--- src/rtl/jpeg_frame_sequencer.sv ---
// Streams a frame from memory into the JPEG encoder slave port as raster-ordered 8x8 RGB blocks.
// Defining JPEG_SEQ_PERF_CNT_EN adds the stall_cnt output and its saturating counter.
module jpeg_frame_sequencer #(
   parameter int ADDR_W = 32,
   parameter int DIM_W  = 12
) (
   input  logic              clk,
   input  logic              rst_n,
   input  logic              start,
   input  logic              abort,
   input  logic [ADDR_W-1:0] cfg_base,
   input  logic [ADDR_W-1:0] cfg_stride,
   input  logic [DIM_W-1:0]  cfg_blk_w,
   input  logic [DIM_W-1:0]  cfg_blk_h,
   output logic              busy,
   output logic              done,
   output logic              cfg_err,
   output logic              error,
   output logic              mem_req,
   output logic [ADDR_W-1:0] mem_addr,
   input  logic              mem_gnt,
   input  logic              mem_rvalid,
   input  logic [31:0]       mem_rdata,
   output logic              enc_req,
   output logic              enc_wen,
   output logic [9:0]        enc_add,
   output logic [31:0]       enc_wdata,
   input  logic              enc_gnt,
   input  logic              enc_fifo_irq,
   input  logic              enc_end_irq,
`ifdef JPEG_SEQ_PERF_CNT_EN
   output logic [31:0]       stall_cnt,
`endif
   input  logic              enc_err_irq
);

   typedef enum logic [2:0] {
      S_IDLE,
      S_BLK_CHK,
      S_FETCH,
      S_WAIT_DATA,
      S_WRITE,
      S_DRAIN,
      S_ERROR
   } state_t;

   state_t              state_q;
   logic                done_q;
   logic                cfg_err_q;
   logic                error_q;
   logic                mem_req_q;
   logic [ADDR_W-1:0]   mem_addr_q;
   logic                enc_req_q;
   logic                enc_last_q;
   logic [31:0]         enc_wdata_q;

   logic [ADDR_W-1:0]   stride_q;
   logic [DIM_W-1:0]    blk_w_q;
   logic [DIM_W-1:0]    blk_h_q;
   logic [DIM_W-1:0]    bx_q;
   logic [DIM_W-1:0]    by_q;
   logic [5:0]          pix_q;
   logic [ADDR_W-1:0]   line_addr_q;
   logic [ADDR_W-1:0]   blk_base_q;
   logic [ADDR_W-1:0]   row_base_q;

   logic [ADDR_W-1:0]   pix_addr_d;
   logic [ADDR_W-1:0]   line_addr_d;
   logic [ADDR_W-1:0]   blk_base_d;
   logic [ADDR_W-1:0]   row_base_d;
   logic [DIM_W-1:0]    bx_d;
   logic [DIM_W-1:0]    by_d;
   logic                last_blk;
   logic                bx_last;
   logic                by_last;

   assign bx_last  = (bx_q == blk_w_q - DIM_W'(1));
   assign by_last  = (by_q == blk_h_q - DIM_W'(1));
   assign last_blk = bx_last && by_last;

   // Addresses advance incrementally: pixel -> line -> block column -> block row,
   // so no multiplier is needed; everything wraps modulo 2^ADDR_W.
   always_comb begin
      pix_addr_d  = mem_addr_q + ADDR_W'(4);
      line_addr_d = line_addr_q;
      blk_base_d  = blk_base_q;
      row_base_d  = row_base_q;
      bx_d        = bx_q;
      by_d        = by_q;
      if (pix_q[2:0] == 3'd7) begin
         if (pix_q[5:3] != 3'd7) begin
            line_addr_d = line_addr_q + stride_q;
            pix_addr_d  = line_addr_d;
         end else if (!bx_last) begin
            bx_d        = bx_q + DIM_W'(1);
            blk_base_d  = blk_base_q + ADDR_W'(32);
            line_addr_d = blk_base_d;
            pix_addr_d  = blk_base_d;
         end else begin
            bx_d        = '0;
            by_d        = by_q + DIM_W'(1);
            row_base_d  = row_base_q + (stride_q << 3);
            blk_base_d  = row_base_d;
            line_addr_d = row_base_d;
            pix_addr_d  = row_base_d;
         end
      end
   end

   always_ff @(posedge clk or negedge rst_n) begin
      if (!rst_n) begin
         state_q     <= S_IDLE;
         done_q      <= 1'b0;
         cfg_err_q   <= 1'b0;
         error_q     <= 1'b0;
         mem_req_q   <= 1'b0;
         mem_addr_q  <= '0;
         enc_req_q   <= 1'b0;
         enc_last_q  <= 1'b0;
         enc_wdata_q <= '0;
         stride_q    <= '0;
         blk_w_q     <= '0;
         blk_h_q     <= '0;
         bx_q        <= '0;
         by_q        <= '0;
         pix_q       <= '0;
         line_addr_q <= '0;
         blk_base_q  <= '0;
         row_base_q  <= '0;
      end else begin
         done_q    <= 1'b0;
         cfg_err_q <= 1'b0;
         // Abort outranks everything, including an encoder error in the same cycle.
         if (abort) begin
            state_q   <= S_IDLE;
            error_q   <= 1'b0;
            mem_req_q <= 1'b0;
            enc_req_q <= 1'b0;
         end else if (enc_err_irq && (state_q != S_IDLE)) begin
            state_q   <= S_ERROR;
            error_q   <= 1'b1;
            mem_req_q <= 1'b0;
            enc_req_q <= 1'b0;
         end else begin
            case (state_q)
               S_IDLE: begin
                  if (start) begin
                     if ((cfg_blk_w == '0) || (cfg_blk_h == '0)) begin
                        cfg_err_q <= 1'b1;
                     end else begin
                        stride_q    <= cfg_stride;
                        blk_w_q     <= cfg_blk_w;
                        blk_h_q     <= cfg_blk_h;
                        bx_q        <= '0;
                        by_q        <= '0;
                        pix_q       <= '0;
                        mem_addr_q  <= cfg_base;
                        line_addr_q <= cfg_base;
                        blk_base_q  <= cfg_base;
                        row_base_q  <= cfg_base;
                        state_q     <= S_BLK_CHK;
                     end
                  end
               end
               S_BLK_CHK: begin
                  if (!enc_fifo_irq) begin
                     mem_req_q <= 1'b1;
                     state_q   <= S_FETCH;
                  end
               end
               S_FETCH: begin
                  if (mem_gnt) begin
                     mem_req_q <= 1'b0;
                     state_q   <= S_WAIT_DATA;
                  end
               end
               S_WAIT_DATA: begin
                  if (mem_rvalid) begin
                     enc_wdata_q <= mem_rdata;
                     enc_last_q  <= last_blk;
                     enc_req_q   <= 1'b1;
                     state_q     <= S_WRITE;
                  end
               end
               S_WRITE: begin
                  if (enc_gnt) begin
                     enc_req_q   <= 1'b0;
                     pix_q       <= pix_q + 6'd1;
                     mem_addr_q  <= pix_addr_d;
                     line_addr_q <= line_addr_d;
                     blk_base_q  <= blk_base_d;
                     row_base_q  <= row_base_d;
                     bx_q        <= bx_d;
                     by_q        <= by_d;
                     if (pix_q != 6'd63) begin
                        mem_req_q <= 1'b1;
                        state_q   <= S_FETCH;
                     end else if (!last_blk) begin
                        state_q <= S_BLK_CHK;
                     end else begin
                        state_q <= S_DRAIN;
                     end
                  end
               end
               S_DRAIN: begin
                  if (enc_end_irq) begin
                     done_q  <= 1'b1;
                     state_q <= S_IDLE;
                  end
               end
               S_ERROR: begin
                  state_q <= S_ERROR;
               end
               default: begin
                  state_q <= S_IDLE;
               end
            endcase
         end
      end
   end

`ifdef JPEG_SEQ_PERF_CNT_EN
   logic [31:0] stall_cnt_q;
   logic        start_ok;
   logic        stalled;

   assign start_ok = start && !abort && (state_q == S_IDLE) &&
                     (cfg_blk_w != '0) && (cfg_blk_h != '0);
   assign stalled  = ((state_q == S_BLK_CHK) && enc_fifo_irq) ||
                     ((state_q == S_WRITE) && !enc_gnt);

   always_ff @(posedge clk or negedge rst_n) begin
      if (!rst_n) begin
         stall_cnt_q <= '0;
      end else if (start_ok) begin
         stall_cnt_q <= '0;
      end else if (stalled && (stall_cnt_q != 32'hFFFF_FFFF)) begin
         stall_cnt_q <= stall_cnt_q + 32'd1;
      end
   end

   assign stall_cnt = stall_cnt_q;
`endif

   assign busy      = (state_q != S_IDLE);
   assign done      = done_q;
   assign cfg_err   = cfg_err_q;
   assign error     = error_q;
   assign mem_req   = mem_req_q;
   assign mem_addr  = mem_addr_q;
   assign enc_req   = enc_req_q;
   assign enc_wen   = 1'b0;
   assign enc_add   = {1'b0, enc_last_q, 8'h00};
   assign enc_wdata = enc_wdata_q;

endmodule
--- config.mk ---
export PLATFORM = sky130hd
export DESIGN_NAME = jpeg_frame_sequencer
export DESIGN_NICKNAME = d
export VERILOG_FILES = /design/src/rtl/jpeg_frame_sequencer.sv
export SDC_FILE = /design/constraint.sdc
export NUM_CORES = 1
export LEC_CHECK = 0
export ABC_AREA = 1
export CAP_MARGIN = 10
export CORE_MARGIN = 2
export CORE_UTILIZATION = 30
export CTS_BUF_LIST = sky130_fd_sc_hd__clkbuf_4
export DETAILED_ROUTE_END_ITERATION = 8
export DONT_BUFFER_PORTS = 1
export HOLD_SLACK_MARGIN = 0.02
export PLACE_DENSITY = 0.53
export SYNTH_ARGS = -nofsm -noshare
export SYNTH_HDL_FRONTEND = slang
export SYNTH_SLANG_ARGS = --single-unit
--- constraint.sdc ---
create_clock -name clk -period 2.8 [get_ports clk]
set_clock_uncertainty 0.2 [all_clocks]
set_input_delay 0.28 -clock clk [delete_from_list [all_inputs] [get_ports clk]]
set_output_delay 0.28 -clock clk [all_outputs]
set_load 0.01 [all_outputs]
==> results by group, run 1 <==
Pwr
  – Comb power frac: 64.1%
  – Internal power: 14.38 mW
  – Switching part of the total power: 52.69%
  – Clock Power Share: 11.7%
  – Sequential Power Share: 24.2%
  – Switching power total: 16.01 mW
  – Cell Pwr Density: 1266 nW/um^2
  – VDD IR-drop max: 470.4 uV
  – Pleak: 11.38 nW

Finish
  – Commonest cells after routing, fill and taps aside: nand2_1, nor2_1, inv_1
  – Register area: 6396 sq um
  – Multi-input logic area: 10,940 sq um
  – Most common cell after layout, fill and taps aside: nand2_1
  – # nets final: 3,267
  – Share of cells above drive strength 1: 16.37%
  – Syn-to-layout area delta: 33.74%
  – Fill cells: 6,119

Critical path
  – CP required: 3300 ps
  – Cell mode on critical path: nand2_2
  – CP max stage cell: dfrtp_1
  – Reg2Reg Capture Point: line_addr_q[27]$_DFFE_PN0P_
  – CP peak stage delay: 420 ps
  – Worst path cell trace: ha_4 > inv_2 > fa_2 > nand3b_1 > nand3_2 > nand2_1 > nand2_2 > nand2_2 > nand2_4 > nand2_2 > nand2_2 > nor2_1 > nor2_1 > nand2_2 > nand2_2 > nand2_2 > o21ai_4 > nor2_1
  – Max FO, Critical Path: 3
  – Crit Path Category: reg2reg
  – R2r setup slk: 90 ps
  – Crit path DAT: 3210 ps
  – Register-to-Register Path Depth: 18
  – Crit. End Element: flip-flop
  – Reg2reg start: stride_q[0]$_DFFE_PN0P_
  – Startpoint types: flip-flop
  – Launch point of the worst path: stride_q[0]$_DFFE_PN0P_

Logic synthesis
  – Post-Synthesis Cells: 2,656
  – Simple-gate portion of the synthesized area: 36.40%
  – Adder-cell share of the synthesized area: 4.893%
  – Post-synth EDFFs: 0
  – Sequential fraction of the synthesis area: 35.55%
  – Synth warn: 0
  – Largest family of logic cells by synthesized area: simple AND/OR/NAND/NOR gates
  – Main synth FF type: dfrtp_1
  – Async S/R FF share, synth: 100.0%
  – Mapped Area: 17,950 sq um
  – Syn avg cell area: 6.759 sq um
  – Complex-gate fraction of the synthesized area: 11.03%
  – Yosys reg bits: 255
  – Cell variety after synth: 55
  – Post-Synth XOR/XNOR Area: 3.806%
  – Multiplexer share of the synthesized area: 0%

Clocking
  – # H-tree levels: 3
  – Clk sink count: 255
  – CTS max path bufs: 3
  – Num CTS Buffers: 78
  – Worst-skew pair later-pin latency: 860 ps
  – Hold Buf Count CTS: 228
  – Reg clk slew, reported paths: 70 ps
  – TritonCTS clock tree: yes
  – Root Driver: clkbuf_4

Placed design
  – Buffers on Ports: 0
  – Post-DP HPWL: 55.39 mm
  – Setup WS pre-CTS: -343.5 ps
  – GP Congestion: 0.9590

Routing
  – Routed WL per cell: 19.06 um
  – Drt pass-1 iters: 9
  – Iteration-0 DRC count of the detailed router: 1,480
  – Remaining antenna violation count: 0
  – Detailed Route WL: 74.07 mm
  – Vias per cell: 5.049
  – Vias: 19,620
  – DRC Markers: 4

Global routing
  – Vias in the first global route: 19,250
  – Global Route Usage Sum: 23.42%
  – Grt total ovfl: 0
  – Largest net degree at the start of global routing: 256
  – Antenna violations before repair: 1
  – First-pass GRT wire length: 112.1 mm
  – Met1 Resource Use GR: 32.06%
  – Global Route met2 Usage: 37.22%
  – Top Usage Layer GRT: met2
  – Met3 Track Usage GR: 3.821%

Floorplan
  – Placeable Area: 59,130 sq um
  – Die Ht: 248.6 um
  – I/O Pins: 211
  – Initial Utilization: 30.36%
  – Die width: 248.6 um
  – Die area: 61,810 sq um
  – Row Count: 89

Run status
  – Status: complete, but fails checks
  – Failing checks: design-rule violations, negative hold slack

STA
  – Hold Vio Cnt, Final: 255
  – Worst Max-Slew Pin Slew: 1173 ps
  – TNS Setup: 0 ps
  – Fmax: 369.0 MHz
  – Fin Hold WS: -1033 ps
  – Max_slew headroom: 21.83%
  – Finish-stage setup viols: 0
  – Tmin final: 2710 ps
  – Slew Limit Fails: 0
  – Worst setup margin: 89.62 ps
  – Period utilisation layout: 96.80%
  – RSZ-0062 raised after global routing: yes

Flow run
  – Max-cap viol count: 0

Hold path
  – Hold Crit Class: in2async
## worst max path at each step
stage,endpoint,slack [ps],cells past startpoint
after detailed placement,mem_addr[27]$_DFFE_PN0P_,-340,13
final,line_addr_q[27]$_DFFE_PN0P_,90,18
after global routing,line_addr_q[27]$_DFFE_PN0P_,-50,18
after CTS,mem_addr[21]$_DFFE_PN0P_,1,19
after floorplan,mem_addr[21]$_DFFE_PN0P_,370,17
after global placement,mem_addr[27]$_DFFE_PN0P_,-280,13
## layout make-up
class / instances / share of cell area, %
inverter: 275 / 4.404
tap: 773 / 4.029
clock buffer: 98 / 3.065
sequential: 255 / 26.64
timing repair buffer: 405 / 15.69
multi-input combinational: 2053 / 45.56
antenna: 2 / 0.02085
clock inverter: 24 / 0.5889
## synthesized netlist by cell type, drive strengths merged (3+ instances only)
cell | count | area share, %
clkbuf | 25 | 0.52
a31oi | 14 | 0.49
or2 | 5 | 0.17
nor2 | 336 | 7.5
a21oi | 136 | 3.8
xor2 | 47 | 2.3
o21bai | 9 | 0.38
a21o | 7 | 0.29
nand2 | 853 | 18
o21ai | 139 | 3.9
o21a | 7 | 0.29
inv | 275 | 5.8
dfrtp | 255 | 36
o31ai | 5 | 0.21
ha | 67 | 4.7
nor3 | 50 | 1.5
nand3 | 207 | 5.9
nand3b | 12 | 0.50
nand4 | 58 | 2.1
xnor2 | 31 | 1.5
nor4 | 15 | 0.56
o22ai | 6 | 0.21
a21boi | 3 | 0.13
a22oi | 17 | 0.71
o211ai | 3 | 0.13
buf | 57 | 2.0
## layer usage
| layer | routed length [um] | part of all wire [%] | up-vias |
|---|---|---|---|
| li1 | - | - | 9483 |
| met1 | 33390 | 45 | 9332 |
| met2 | 33400 | 45 | 671 |
| met3 | 5075 | 6.9 | 131 |
| met4 | 2203 | 3.0 | 0 |
| met5 | 0 | 0 | - |
## cells by family (layout without fill, tap and decap cells)
logic type,count (synthesis),in the layout
AO/OA/AOI/OAI,356,356
other,1,12
buffers and inverters,357,802
AND/OR/NAND/NOR,1540,1540
XOR/XNOR,78,78
adder cells (fa/ha/maj),69,69
flip-flops,255,255
## worst max-delay path, delay by kind of cell (launching register included)
family	cells	cell delay, ps
AOI/OAI and AO/OA	1	110
and+or+nand+nor	14	1240
buffers and inverters	1	40
DFF	1	420
adders and majority gates	2	580
## power groups by stage
| stage | Clock, mW | Sequential [mW] | Combinational (mW) |
|---|---|---|---|
| 6_report | 3.55 | 7.35 | 19.5 |
| 5_1_grt | 3.83 | 7.51 | 21.5 |
| 4_1_cts | 3.67 | 7.18 | 18.0 |
| 3_5_place_dp | 0 | 7.21 | 17.4 |
| 3_3_place_gp | 0 | 7.21 | 17.3 |
| 2_1_floorplan | 0 | 6.55 | 11.2 |
## flip-flops by register name, indices dropped and copies added, names as in the netlist
| name | cells |
|---|---|
| mem_addr | 32 |
| blk_w_q | 12 |
| state_q | 3 |
| blk_h_q | 12 |
| pix_q | 6 |
| mem_req | 1 |
| row_base_q | 32 |
| cfg_err | 1 |
| line_addr_q | 32 |
| enc_req | 1 |
| error | 1 |
| bx_q | 12 |
| enc_last_q | 1 |
| blk_base_q | 32 |
| done | 1 |
| by_q | 12 |
| enc_wdata | 32 |
| stride_q | 32 |
## repair_timing
| action | in CTS | in global routing |
|---|---|---|
| pin swaps | 1 | 26 |
| hold endpoints to repair | 493 | 255 |
| gates resized for setup | 30 | 204 |
| buffers inserted | 0 | 9 |
| endpoints found under the setup margin | 64 | 154 |
| cloned | 0 | 1 |
## through the flow
step                cell area, sq um  std cells  util [%]  total power [mW]
finish                         24010       3885     40.60             30.39
global route                   24010       3885     40.60             32.84
CTS                            23120       3873     39.10             28.80
detailed placement             19870       3523     33.61             24.59
global placement               19870       3523     33.61             24.53
floorplan                      17980       2665         -             17.78
No activity file was read; power rests on OpenSTA's default activity.
==> run 2, diff against run 1 <==
--- a/config.mk
+++ b/config.mk
@@ -14,6 +14,7 @@
 export DONT_BUFFER_PORTS = 1
 export HOLD_SLACK_MARGIN = 0.02
 export PLACE_DENSITY = 0.53
+export RECOVER_POWER = 50
 export SYNTH_ARGS = -nofsm -noshare
 export SYNTH_HDL_FRONTEND = slang
 export SYNTH_SLANG_ARGS = --single-unit
==> results of run 2 <==
No change in the layout: final DEF, timing and power equal those of run 1.
==> run 3, diff against run 2 <==
--- a/config.mk
+++ b/config.mk
@@ -12,6 +12,7 @@
 export CTS_BUF_LIST = sky130_fd_sc_hd__clkbuf_4
 export DETAILED_ROUTE_END_ITERATION = 8
 export DONT_BUFFER_PORTS = 1
+export GPL_ROUTABILITY_DRIVEN = 0
 export HOLD_SLACK_MARGIN = 0.02
 export PLACE_DENSITY = 0.53
 export RECOVER_POWER = 50
==> results by group, run 3 (same netlist as run 1, synthesis figures left out) <==
Floorplan
  – Die area: 61,810 sq um (unchanged)
  – I/O Pins: 211 (unchanged)
  – Initial Utilization: 30.36% (unchanged)
  – Row Count: 89 (unchanged)
  – Die width: 248.6 um (unchanged)
  – Die Ht: 248.6 um (unchanged)
  – Placeable Area: 59,130 sq um (unchanged)

Critical path
  – Crit. End Element: flip-flop
  – Worst path cell trace: ha_4 > inv_1 > fa_2 > nand3b_1 > nand3_1 > nand2_1 > nand2_2 > nand2_1 > nand2_2 > xnor2_2 > nand3_1 > nand3_1 > nand2_1 > o21ai_4 > nor2_1
  – CP max stage cell: dfrtp_1
  – Max FO, Critical Path: 3 (unchanged)
  – Top delay family on crit path: simple AND/OR/NAND/NOR gates
  – Startpoint types: flip-flop
  – CP required: 3300 ps (about the same)
  – Crit Path Category: reg2reg
  – Crit path DAT: 3200 ps (about the same)
  – CP peak stage delay: 430 ps (about the same)
  – Buf/Inv on CP: 1 (unchanged)

STA
  – Slew Limit Fails: 0 (unchanged)
  – Fin Hold WS: -1056 ps (-23.01 ps)
  – Max_slew headroom: 46.23% (+24 points)
  – Period utilisation layout: 96.30% (-0.50 points)
  – Tmin final: 2696 ps (-13.92 ps)
  – TNS Setup: 0 ps (unchanged)
  – Fmax: 370.9 MHz (+0.52%)
  – Hold Vio Cnt, Final: 255 (unchanged)
  – Worst Max-Slew Pin Slew: 806.5 ps (-366.0 ps)
  – Finish-stage setup viols: 0 (unchanged)

Clocking
  – TritonCTS clock tree: yes
  – CTS max path bufs: 3 (unchanged)
  – Num CTS Buffers: 77 (-1.3%)
  – # H-tree levels: 3 (unchanged)
  – Clk sink count: 255 (unchanged)
  – Reg clk slew, reported paths: 70 ps (about the same)
  – Worst-skew pair later-pin latency: 890 ps (+30 ps)
  – Root Driver: clkbuf_4

Finish
  – Most common cell after layout, fill and taps aside: nand2_1
  – Share of cells above drive strength 1: 12.67% (-3.7 points)
  – # nets final: 3,197 (-2.1%)
  – Commonest cells after routing, fill and taps aside: nand2_1, nor2_1, inv_1
  – Post-Layout Inst Area: 23,300 sq um (-2.9%)
  – Syn-to-layout area delta: 29.80%

Routing
  – Drt pass-1 iters: 9 (unchanged)
  – Routed WL per cell: 18.22 um (-4.4%)
  – Iteration-0 DRC count of the detailed router: 1,640 (+11%)
  – Remaining antenna violation count: 0 (unchanged)
  – Vias per cell: 5.088 (+0.77%)
  – DRC Markers: 4 (unchanged)
  – Vias: 19,530 (-0.45%)
  – Detailed Route WL: 69.94 mm (-5.6%)

Run status
  – Status: complete, but fails checks
  – Failing checks: design-rule violations, negative hold slack

Pwr
  – Clock Power Share: 13.4% (+1.7 points)
  – Switching part of the total power: 52.83% (+0.14 points)
  – Pleak: 11.09 nW (-2.5%)
  – Internal power: 13.63 mW (-5.2%)
  – Switching power total: 15.27 mW (-4.6%)
  – VDD IR-drop max: 390.7 uV (-17%)
  – Cell Pwr Density: 1240 nW/um^2 (-2.0%)
  – Comb power frac: 61.3% (-2.8 points)
  – Tot Pwr: 28.90 mW (-4.9%)
  – Sequential Power Share: 25.3% (+1.1 points)

Hold path
  – Hold Crit Class: in2async

Global routing
  – First-pass GRT wire length: 108.6 mm (-3.1%)
  – Grt total ovfl: 0 (unchanged)
  – Largest net degree at the start of global routing: 256 (unchanged)
  – Global Route Usage Sum: 22.39% (-1.0 points)
  – Antenna violations before repair: 4 (+3)
  – Vias in the first global route: 19,200 (-0.24%)

Flow run
  – Max-cap viol count: 0 (unchanged)

Placed design
  – Post-DP Area: 19,360 sq um (-2.6%)
  – Buffers on Ports: 0 (unchanged)
  – Post-DP HPWL: 51.49 mm (-7.0%)
run 3: cell count changes in the layout (fill, tap and decap cells not counted), moves of 10 or more:
cell / change
buf_4: -61
clkinv_1: +13
nand3_2: -12
a21oi_1: +11
nor2_1: +10
o21ai_1: -10
nand2_1: +14
a21oi_2: -12
nand3_1: +12
nand2_2: -14
run 3: area by class of cell:
type / instances / area, sq um
Timing Repair Buffer: 336 / 3212
Tap cell: 773 / 967.2
Inverter: 275 / 1052
Multi-Input combinational cell: 2053 / 10660
Clock buffer: 100 / 750.7
Fill cell: 6114 / 35830
Sequential cell: 255 / 6391
Clock inverter: 43 / 259.0
Antenna cell: 3 / 7.507
run 3: power groups by stage:
stage	registers, mW	logic [mW]	clock network, mW
after global placement	7.21	16.0	0
after CTS	7.19	16.5	4.00
after detailed placement	7.22	16.1	0
after global routing	7.47	19.7	4.21
final	7.31	17.7	3.87
after floorplan	6.55	11.2	0
run 3: timing repair:
item / 4_1_cts / 5_1_grt
hold buffers: 229 / 1
buffers inserted: 0 / 10
pin swaps: 1 / 14
setup endpoints to repair: 40 / 212
endpoints found under the hold margin: 495 / 258
gates resized for setup: 17 / 134
run 3: metrics by stage:
stage	setup WS, ps	cells	util (%)
5_1_grt	-40.84	3838	39.40
2_1_floorplan	369.4	2665	-
6_report	103.5	3838	39.40
4_1_cts	0.8402	3825	38.41
3_3_place_gp	-178.3	3453	32.74
3_5_place_dp	-187.6	3453	32.74
run 3: worst register-to-register path, cell delays in order, from the launching register on:
cell	delay [ps]
dfrtp_1	430
ha_4	170
inv_1	50
fa_2	350
nand3b_1	170
nand3_1	110
nand2_1	100
nand2_2	100
nand2_1	70
nand2_2	110
xnor2_2	140
nand3_1	140
nand3_1	130
nand2_1	110
o21ai_4	120
nor2_1	70
run 3: worst paths after layout:
path | from | to | slack [ps] | cells after the start
min reg2reg | stride_q[29]$_DFFE_PN0P_ | stride_q[29]$_DFFE_PN0P_ | 290 | 2
max | stride_q[0]$_DFFE_PN0P_ | mem_addr[19]$_DFFE_PN0P_ | 100 | 15
max reg2reg | stride_q[0]$_DFFE_PN0P_ | mem_addr[19]$_DFFE_PN0P_ | 100 | 15
min | rst_n | row_base_q[18]$_DFFE_PN0P_ | -1060 | 0
max in group asynchronous | rst_n | row_base_q[2]$_DFFE_PN0P_ | 2790 | 0
min in group clk | cfg_base[14] | row_base_q[14]$_DFFE_PN0P_ | 110 | 3
run 3: metal layers:
layer  track usage (%)  vias to the layer above  share of wire (%)
met5                 0                        -              0.027
met4             8.797                        4                3.5
met3             3.978                      168                7.1
met2             36.25                      758                 46
met1             29.66                     9229                 44
li1                  -                     9370                  -
